`config.mk`:
```
export PLATFORM = sky130hd
export DESIGN_NAME = fp_normalizer
export DESIGN_NICKNAME = d
export VERILOG_FILES = /design/src/rtl/fp_normalizer.sv
export SDC_FILE = /design/constraint.sdc
export NUM_CORES = 1
export LEC_CHECK = 0
export BUFFER_PORTS_ARGS = -buffer_cell sky130_fd_sc_hd__buf_2
export CELL_PAD_IN_SITES_DETAIL_PLACEMENT = 1
export CELL_PAD_IN_SITES_GLOBAL_PLACEMENT = 1
export CORE_MARGIN = 10
export CORE_UTILIZATION = 40
export CTS_CLUSTER_DIAMETER = 80
export DETAILED_ROUTE_END_ITERATION = 12
export GPL_ROUTABILITY_DRIVEN = 0
export HOLD_SLACK_MARGIN = 0.08
export PLACE_DENSITY = 0.85
export SYNTH_ARGS = -nofsm -noshare
export SYNTH_HDL_FRONTEND = slang
export SYNTH_SLANG_ARGS = --single-unit
```
`constraint.sdc`:
```
create_clock -name clk -period 6.1 [get_ports clk]
set_input_delay 0.61 -clock clk [delete_from_list [all_inputs] [get_ports clk]]
set_output_delay 0.61 -clock clk [all_outputs]
set_load 0.01 [all_outputs]
```
`src/rtl/fp_normalizer.sv`:
```
// FP adder back end: normalizes the raw mantissa one bit per cycle and packs a single-precision word.
// Optional status flags (overflow/underflow/zero) are built when NORM_STATUS_EN is defined.
module fp_normalizer #(
   parameter int EXP_W  = 8,
   parameter int MANT_W = 23
) (
   input  logic                    clk,
   input  logic                    reset_n,
   input  logic                    in_valid,
   output logic                    in_ready,
   input  logic                    in_sign,
   input  logic [EXP_W-1:0]        in_exponent,
   input  logic [MANT_W+1:0]       in_mantissa,
   output logic                    out_valid,
   input  logic                    out_ready,
   output logic [EXP_W+MANT_W:0]   result
`ifdef NORM_STATUS_EN
   ,
   output logic                    flag_overflow,
   output logic                    flag_underflow,
   output logic                    flag_zero
`endif
);

   typedef enum logic [1:0] {IDLE, NORM, DONE} state_t;

   localparam logic [EXP_W:0] EXP_MAX = {1'b0, {EXP_W{1'b1}}};
   localparam logic [EXP_W:0] EXP_ONE = {{EXP_W{1'b0}}, 1'b1};

   state_t                   state, state_nx;
   logic                     sign_q;
   logic [EXP_W:0]           exp_q, exp_nx, exp_inc;
   logic [MANT_W+1:0]        mant_q, mant_nx;
   logic [EXP_W+MANT_W:0]    result_nx;
   logic                     load_result;
   logic                     ovf_nx, unf_nx;

   assign exp_inc = exp_q + EXP_ONE;

   always_comb begin
      state_nx    = state;
      exp_nx      = exp_q;
      mant_nx     = mant_q;
      result_nx   = '0;
      load_result = 1'b0;
      ovf_nx      = 1'b0;
      unf_nx      = 1'b0;
      in_ready    = 1'b0;
      out_valid   = 1'b0;
      case (state)
         IDLE: begin
            in_ready = 1'b1;
            if (in_valid) begin
               exp_nx   = {1'b0, in_exponent};
               mant_nx  = in_mantissa;
               state_nx = NORM;
            end
         end
         NORM: begin
            if (exp_q == EXP_MAX) begin
               result_nx   = {sign_q, exp_q[EXP_W-1:0], mant_q[MANT_W-1:0]};
               load_result = 1'b1;
               state_nx    = DONE;
            end else if (mant_q == '0 || exp_q == '0) begin
               result_nx   = {sign_q, {(EXP_W+MANT_W){1'b0}}};
               unf_nx      = (exp_q == '0) && (mant_q != '0);
               load_result = 1'b1;
               state_nx    = DONE;
            end else if (mant_q[MANT_W+1]) begin
               // Carry: one right shift always lands the hidden bit, so pack directly.
               mant_nx     = mant_q >> 1;
               exp_nx      = exp_inc;
               load_result = 1'b1;
               state_nx    = DONE;
               if (exp_inc == EXP_MAX) begin
                  result_nx = {sign_q, {EXP_W{1'b1}}, {MANT_W{1'b0}}};
                  ovf_nx    = 1'b1;
               end else begin
                  result_nx = {sign_q, exp_inc[EXP_W-1:0], mant_q[MANT_W:1]};
               end
            end else if (mant_q[MANT_W]) begin
               result_nx   = {sign_q, exp_q[EXP_W-1:0], mant_q[MANT_W-1:0]};
               load_result = 1'b1;
               state_nx    = DONE;
            end else if (exp_q == EXP_ONE) begin
               result_nx   = {sign_q, {(EXP_W+MANT_W){1'b0}}};
               unf_nx      = 1'b1;
               load_result = 1'b1;
               state_nx    = DONE;
            end else begin
               mant_nx = mant_q << 1;
               exp_nx  = exp_q - EXP_ONE;
            end
         end
         DONE: begin
            out_valid = 1'b1;
            if (out_ready) state_nx = IDLE;
         end
         default: state_nx = IDLE;
      endcase
   end

   always_ff @(posedge clk or negedge reset_n) begin
      if (!reset_n) begin
         state  <= IDLE;
         sign_q <= 1'b0;
         exp_q  <= '0;
         mant_q <= '0;
         result <= '0;
      end else begin
         state  <= state_nx;
         exp_q  <= exp_nx;
         mant_q <= mant_nx;
         if (state == IDLE && in_valid) sign_q <= in_sign;
         if (load_result) result <= result_nx;
      end
   end

`ifdef NORM_STATUS_EN
   always_ff @(posedge clk or negedge reset_n) begin
      if (!reset_n) begin
         flag_overflow  <= 1'b0;
         flag_underflow <= 1'b0;
         flag_zero      <= 1'b0;
      end else if (load_result) begin
         flag_overflow  <= ovf_nx;
         flag_underflow <= unf_nx;
         flag_zero      <= (result_nx[EXP_W+MANT_W-1:0] == '0);
      end else if (state == DONE && out_ready) begin
         flag_overflow  <= 1'b0;
         flag_underflow <= 1'b0;
         flag_zero      <= 1'b0;
      end
   end
`else
   logic unused_flags;
   assign unused_flags = ovf_nx ^ unf_nx;
`endif

endmodule

```
Word-level counts from Yosys, hierarchy flattened:

Cells that the tools add are included.

* word-level logic and storage cells: 66
* input port bits: 38
* register bits after elaboration: 69
* output and inout port bits: 34

* multiplexer cells: 37
* reduce and logical (&&, ||, !) cells: 9
* add/sub/neg operators: 2
* equal/unequal tests: 12

Operators with widths (count)
* $mux 32: 6
* $mux 25: 3
* $mux 24: 3
* $mux 9: 6
* $pmux 25 s2: 1
* $mux 31: 1
* $logic_not 25->1: 1
* $eq 9x8->1 const B: 2
* $pmux 9 s2: 1
* $mux 2: 7
* $add 9x1->9 const B: 1
* $eq 9x1->1 const B: 1
* $logic_not 9->1: 1
* $sub 9x1->9 const B: 1
* $mux 1: 8
* $ne 2x2->1 const B: 4
* $ne 3x3->1 const B: 2
* $ne 6x6->1 const B: 1
* $pmux 2 s3: 1
* $reduce_and 6->1: 1
* $reduce_and 4->1: 1
* $reduce_and 3->1: 1
* $eq 2x1->1 const B: 1
* $eq 2x2->1 const B: 1
* 4 further kinds: 4

Logic depth before layout (Yosys ltp):

* word-level depth: 7
* mapped depth: 13
* mapped depth without buffers: 10

Worst setup path before layout:

OpenSTA, ideal clock, no wires.

* path type: register -> register
* from: register exp_q[0]
* to: register mant_q[0]
* path slack: 3.454 ns
* required time: 5.975 ns
* data arrival time: 2.521 ns
* stages on the path, launching flop included: 14
* setup time: 0.125 ns
* path buffers: 4
* clock period less this slack: 2.646 ns
* cell sequence: dfrtp_1 > ha_1 > buf_2 > nand2_1 > nor3_1 > ha_1 > clkbuf_1 > a41oi_1 > o21a_1 > a21o_1 > buf_6 > and2_4 > buf_6 > mux2_4

* longest elaborated chain between the ends: 4
* elaborated cells between the ends (all ways): 8
* classes of those cells: 5 x eq/ne; 3 x reduce/logical

RTL lines
* start, declared: line 32 `logic [EXP_W:0] exp_q, exp_nx, exp_inc;`
* start signal, assigned: line 112 `exp_q <= exp_nx;`
* $logic_not 9->1
* $logic_or 1x1->1: line 64 `end else if (mant_q == '0 || exp_q == '0) begin`
* $ne 2x2->1 (no source line)
* $reduce_and 6->1 (no source line) *
* end signal, assigned: line 113 `mant_q <= mant_nx;`
* end, declared: line 33 `logic [MANT_W+1:0] mant_q, mant_nx;`

Every way passes the cells marked *; elsewhere a longest branch is shown, timed or not.
A chain may end at the register's enable or synchronous reset.

Worst setup path in the final report:

Same ends and word-level chain as after synthesis.

==> flow_metrics.env <==
export IMPL_async_flop_share_pct=100.0
export IMPL_hold_path_class="input pin to flip-flop"
export IMPL_synth_seq_cells=69
export IMPL_startpoint_type="flip-flop"
export IMPL_cts_tree="done"
export IMPL_yosys_warnings=0
export IMPL_cp_arrival_ns=3.96
export IMPL_boundaryPins=72
export IMPL_antenna_found_initial=0
export IMPL_fp_dieH_um=124.6
export IMPL_syn_area_um2=4379
export IMPL_synth_distinct_cells=57
export IMPL_core_area_um2=10790
export IMPL_design_area_um2=4915
export IMPL_rrSetupSlack_ns=2.38
export IMPL_period_minus_slack_ns=3.718
export IMPL_grt_usage_pct=17.00
export IMPL_leakagePower_nw=2.046
export IMPL_clk_pin_slew_ns=0.08
export IMPL_globalRouteOverflowTotal=0
export IMPL_avgSynthCellArea_um2=8.919
export IMPL_row_count=38
export IMPL_max_freq_mhz=269.0
export IMPL_wl_um=13390
export IMPL_finalSetupViolations=0
export IMPL_status="complete, no violations"
export IMPL_syn_to_final_growth_pct=12.23
export IMPL_h_tree_depth=3
export IMPL_ant_nets=0
export IMPL_fp_dieW_um=124.6
export IMPL_crit_chain="ha_1 > nand2_1 > nor3_1 > ha_1 > buf_4 > a41oi_1 > o21a_1 > a21o_1 > and2_4 > mux2_4"
export IMPL_power_per_cell_area_nw_per_um2=604.8
export IMPL_cts_root_buf="clkbuf_8"
export IMPL_critPathKind="flip-flop to flip-flop"
export IMPL_cpMaxStageDelayCell="and2_4"
export IMPL_rsz0062_at_grt="no"
export IMPL_synth_edff_count=0
export IMPL_synthFlopType="dfrtp_1"
export IMPL_crit_top_cell="ha_1"
export IMPL_start_util_pct=40.58
export IMPL_drc=0
export IMPL_layout_commonest_cell="nor2_1"
export IMPL_mostFrequentLayoutCells="86 x nor2_1, 71 x buf_2, 69 x dfrtp_1"
export IMPL_cts_sinks=69
export IMPL_path_max_fanout=33
export IMPL_post_cts_buffers=0
export IMPL_reg2reg_depth=10
export IMPL_nNetsFinal=579
export IMPL_relSlewSlack_pct=22.20
export IMPL_finalCritPeriodShare_pct=60.95
export IMPL_die_area_um2=15530
export IMPL_first_pass_iters=5
export IMPL_routedWlPerCell_um=19.72
export IMPL_synth_cells=491
export IMPL_num_vias=4047
export IMPL_clk_path_buf_depth=2
export IMPL_cts_inserted_buffers=9
export IMPL_worstSkewPairLatency_ns=0.36
export IMPL_drive_gt1_share_pct=24.12
export IMPL_grt_pass1_vias=4257
export IMPL_viasPerCell=5.960
export IMPL_diodes=0
export IMPL_drt_iter0_drc=369
export IMPL_final_max_slew_viol_count=0
export IMPL_grt_first_pass_wirelength_um=22250
export IMPL_postCtsHoldBufs=0
export IMPL_tightest_slew_ns=1.163
export IMPL_yosysSeqAreaShare_pct=39.43
export IMPL_ir_drop_mv=0.3260
export IMPL_grt_max_degree=70
export IMPL_cap_violations=0
export IMPL_post_dp_cell_area_um2=4735
export IMPL_tns_ns=0
export IMPL_clock_skew_ns=0.01037
export IMPL_cts_resized=0
export IMPL_end_kind="flip-flop"
export IMPL_port_buffer_count=71
export IMPL_critPathMaxStageDelay_ns=0.55
export IMPL_syn_nets=535
export IMPL_hold_violations=0
export IMPL_dp_hpwl_um=9345
export IMPL_hold_depth=2
export IMPL_required_ns=6.34
where the power goes:
| group | switching [W] | internal, W | leakage [nW] |
|---|---|---|---|
| Sequential | 0.000345 | 0.000694 | 0.800 |
| Combinational | 0.000878 | 0.000683 | 1.15 |
| Clock | 0.000188 | 0.000185 | 0.0919 |
sequential cells by signal, indices dropped and copies added (netlist names):
register	flops
result	32
mant_q	25
exp_q	9
state	2
sign_q	1
worst max-delay path, delay by kind of cell (launching register included):
| kind | cells | cell delay [ns] |
|---|---|---|
| mux | 1 | 0.35 |
| fa+ha+maj | 2 | 0.55 |
| simple gates | 3 | 0.81 |
| compound gates | 3 | 1.12 |
| buf+inv | 1 | 0.24 |
| flops | 1 | 0.49 |
kinds of logic after synthesis:
group	after synthesis	synth area share (%)
and+or+nand+nor	183	18.71
adders and majority gates	6	1.714
xor gates and xnor gates	4	0.8001
AOI/OAI and AO/OA	152	25.29
muxes	24	8.029
buffers and inverters	53	6.028
DFF	69	39.43
final timing paths:
check | start | end
max reg2reg | exp_q[0]$_DFFE_PN0P_ | mant_q[0]$_DFFE_PN0P_
min in group asynchronous | reset_n | result[8]$_DFFE_PN0P_
max | exp_q[0]$_DFFE_PN0P_ | mant_q[0]$_DFFE_PN0P_
min | out_ready | state[1]$_DFFE_PN0P_
min reg2reg | sign_q$_DFFE_PN0P_ | result[31]$_DFFE_PN0P_
max in group asynchronous | reset_n | result[19]$_DFFE_PN0P_
layer usage:
metal,up-vias,GRT usage (%),wire length (um)
met5,-,0,0
met4,0,4.729,152
met3,11,3.617,544
met2,90,27.92,6642
met1,2045,21.98,6050
li1,1901,-,-
metrics by stage:
step                total power [W]  setup slack, ns  utilization, %  std cells  hold WS [ns]
finish                     0.002972            2.382           45.54        679        0.4527
global route               0.003202            2.119           45.54        679        0.4534
CTS                        0.002982            2.429           45.54        679        0.4522
detailed placement         0.002604            2.439           43.87        664        0.4651
global placement           0.002512            2.634           43.87        664        0.4538
floorplan                  0.002177            3.454               -        491        0.3144
cell type report:
type / instances / area (um^2)
fillers: 1285 / 5878
multi-input cells: 369 / 2391
flip-flops and latches: 69 / 1727
repair buffers: 79 / 415.4
clock inverters: 5 / 52.55
well taps: 140 / 175.2
inverters: 7 / 26.28
clock buffers: 10 / 127.6
cells in the mapped netlist (all sizes together), types with 6 or more instances:
master | number | area, um^2
o21ai | 24 | 120.1
nor2 | 86 | 322.8
nand2 | 54 | 202.7
buf | 20 | 140.1
a211oi | 22 | 165.2
inv | 6 | 22.52
o22ai | 6 | 37.54
mux2 | 23 | 341.6
a22oi | 7 | 52.55
dfrtp | 69 | 1727
nor3 | 7 | 51.30
a31oi | 9 | 62.56
clkbuf | 26 | 97.59
a221oi | 43 | 395.4
nand3 | 8 | 45.04
a21oi | 23 | 118.9
ha | 6 | 75.07
(Power assumes the default switching activity.)
